File: config.mk
export PLATFORM = sky130hd
export DESIGN_NAME = dut_delay_line
export DESIGN_NICKNAME = d
export VERILOG_FILES = /design/src/rtl/dut_delay_line.sv
export SDC_FILE = /design/constraint.sdc
export NUM_CORES = 1
export LEC_CHECK = 0
export BUFFER_PORTS_ARGS = -buffer_cell sky130_fd_sc_hd__buf_4
export CAP_MARGIN = 20
export CORE_AREA = 2 2 57 59
export DETAILED_ROUTE_END_ITERATION = 6
export DIE_AREA = 0 0 59 61
export GPL_ROUTABILITY_DRIVEN = 0
export GPL_TIMING_DRIVEN = 0
export PLACE_DENSITY_LB_ADDON = 0.3
export SLEW_MARGIN = 20
export SYNTH_ARGS = -nofsm -noshare
export SYNTH_HDL_FRONTEND = slang
export SYNTH_SLANG_ARGS = --single-unit
File: constraint.sdc
create_clock -name clk_i -period 0.94 [get_ports clk_i]
set_clock_uncertainty 0.2 [all_clocks]
set_input_delay 0.282 -clock clk_i [delete_from_list [all_inputs] [get_ports clk_i]]
set_output_delay 0.282 -clock clk_i [all_outputs]
set_load 0.03 [all_outputs]
File: src/rtl/dut_delay_line.sv
// Plain registered shift line: dout is din delayed by DEPTH_G clock cycles.
module dut_delay_line #(
  parameter int WIDTH_G = 4,
  parameter int DEPTH_G = 16
) (
  input  logic               clk_i,
  input  logic               rst_ni,
  input  logic [WIDTH_G-1:0] din,
  output logic [WIDTH_G-1:0] dout
);

  logic [WIDTH_G-1:0] stage [DEPTH_G];

  always_ff @(posedge clk_i or negedge rst_ni) begin
    if (!rst_ni) begin
      for (int i = 0; i < DEPTH_G; i++) stage[i] <= '0;
    end else begin
      stage[0] <= din;
      for (int i = 1; i < DEPTH_G; i++) stage[i] <= stage[i-1];
    end
  end

  assign dout = stage[DEPTH_G-1];

endmodule

# Yosys cells after proc, flatten, opt, wreduce, memory -nomap -nowiden

Cells that the tools add are included.

Register bits: 64
Bits of input ports: 6
Word-level logic and storage cells: 16

# Depth between registers and ports, before layout

Word-level depth: 0
Depth in mapped cells: 1

# Worst setup path before layout

Ideal clock, no wire load.

Kind: reg2out
From: reg stage, in the netlist dout[0]
To: out dout[0]
Data arrival time: 493 ps
Path slack: -35 ps
Cell stages (with the launch flop): 2
Path buffers: 1
Cells stage by stage: dfrtp_1 > buf_4

RTL lines:

| what            | line | source |
|---|---|---|
| start, declared | 12   | `logic [WIDTH_G-1:0] stage [DEPTH_G];` |
| end, declared   | 9    | `output logic [WIDTH_G-1:0] dout` |

No word-level cell between the ends.

# Worst setup path after layout

From: reg stage, in the netlist dout[3]
To: out dout[3]

No word-level cell between the ends.

==> results.json <==
{
  "status": "finished with violations",
  "failed_checks": "negative hold slack, negative setup slack",
  "irDropWorstVdd_v": 0.00145,
  "vias_per_cell": 4.52,
  "syn_area_mm2": 0.00163,
  "clk_pin_slew_ns": 0.10,
  "grtUsageTotal": 0.135,
  "final_common_cell": "dfrtp_1",
  "ant_nets": 0,
  "clkLatencyLatePin_ns": 0.37,
  "drive_gt1_frac": 0.258,
  "crit_chain": "buf_6",
  "dp_hpwl_um": 854,
  "cp_data_arrival_time_ns": 0.89,
  "slowest_delay_ns": 0.39,
  "cts_tree": "built",
  "fin_nets": 94,
  "finalHoldViolCount": 64,
  "grt-ovfl-total": 0,
  "cp-end-kind": "primary output",
  "ctsHtreeMaxLevel": 3,
  "pin_count": 10,
  "yosysUniqueCellTypes": 2,
  "io_buffers": 9,
  "cp.depth": 1,
  "r2r_end": "stage[41]",
  "fmax_ghz": 0.726,
  "first_iter_violations": 29,
  "dieHeight_um": 61,
  "cts_sinks": 64,
  "cp_slowest_cell": "dfrtp_1",
  "grt_pass1_wl_mm": 3.04,
  "hold_buffers": 4,
  "syn-num-nets": 74,
  "clock_path_buffers": 2,
  "critPathBufInv": 1,
  "stdcell_count": 126,
  "yosysSeqAreaShare": 0.982,
  "post-route-util": 0.641,
  "most-common-layout-cells": "dfrtp_1 (64), clkbuf_4 (9), buf_4 (5), dlygate4sd3_1 (4), buf_6 (4)",
  "finalMaxSlewViolations": 0,
  "post_drt_wl_per_cell_um": 13.6,
  "cap_violations": 0,
  "start_util": 0.553,
  "hold_class": "input port to asynchronous set/reset pin",
  "dieArea_mm2": 0.00360,
  "synth.avg_cell_area_um2": 24.0,
  "dr_total_vias": 570,
  "area.growth.synth_to_final_pct": 16.0,
  "tns_ns": -1.74,
  "start_kind": "register",
  "leakage_nw": 0.887,
  "rsz0062_at_grt": "true",
  "grt_pass1_vias": 619,
  "die_x_um": 59,
  "antenna-diode-count": 0,
  "grt_max_degree": 65,
  "num-multi-input-gates": 0,
  "dpl_cell_area_mm2": 0.00176,
  "max-slew-margin-rel": 0.511,
  "rr_worst_depth": 0,
  "finalCritPeriodShare": 1.46,
  "synth-seq-cells": 64,
  "grt_antenna_before_repair": 0,
  "dpl.cell_count": 110,
  "routed_wl_mm": 1.71,
  "final.min_clock_period_ns": 1.38,
  "dr.pass1.iters": 5,
  "core_mm2": 0.00295,
  "setup_ws_ns": -0.437,
  "r2r_slack_ns": 0.24,
  "syn_inst": 68,
  "r2r_start": "stage[45]",
  "path_delay_family": "flip-flops",
  "dp_slack_ns": -0.167,
  "hold-worst-slack_ns": -0.225,
  "setup_violations": 4,
  "p_per_area_mw_per_mm2": 2450,
  "worst_slew_pin_slew_ns": 0.734,
  "crit_required_ns": 0.46,
  "cts-buffers-inserted": 9,
  "ys_warn_count": 0,
  "cts_root_buf": "clkbuf_4",
  "route.detailed.drc": 0,
  "power_mw": 4.64,
  "criticalPathCategory": "register to primary output",
  "cp_max_fo": 1,
  "multi_input_area_um2": 0,
  "row_count": 20,
  "fin_area_mm2": 0.00189
}
## routing by layer
metal	vias to the layer above	GRT usage	share of wire
li1	248	-	-
met1	302	0.171	0.48
met2	15	0.159	0.44
met3	5	0.0896	0.051
met4	0	0.107	0.022
met5	-	0	0
## cells by family after synthesis
group                  count (synthesis)  synth area share
buffers and inverters                  4            0.0184
flip-flops                            64             0.982
## state kept, by name, indices dropped and copies added, names as in the netlist
signal	flops
stage	60
dout	4
## worst max path at each step
stage / startpoint / end / slack (ns)
after floorplan: dout[0] / dout[0] / -0.02
after global placement: dout[2] / dout[2] / -0.15
after detailed placement: dout[0] / dout[0] / -0.17
after CTS: dout[0] / dout[0] / -0.48
after global routing: dout[3] / dout[3] / -0.50
final: dout[3] / dout[3] / -0.44
## cell usage after synthesis
master / number / area [µm²]
buf_4: 4 / 30.0
dfrtp_1: 64 / 1600
## cell type report
class,instances,area (µm²)
Sequential cell,64,1600
Tap cell,33,41.3
Clock inverter,3,15.0
Timing Repair Buffer,13,123
Fill cell,212,1060
Clock buffer,13,113
## what timing repair did
action	in CTS	in global routing
buffers inserted	0	0
endpoints found under the hold margin	68	64
endpoints found under the setup margin	4	4
gates resized for setup	4	0
## power breakdown
| group | internal [mW] | switching, mW | leakage, nW | total, mW |
|---|---|---|---|---|
| clock | 0.751 | 0.843 | 0.0759 | 1.59 |
| combinational | 0.0401 | 0.0728 | 0.0649 | 0.113 |
| sequential | 2.89 | 0.0405 | 0.746 | 2.93 |
| total | 3.68 | 0.956 | 0.887 | 4.64 |
Power figures use the tool's default switching activity.
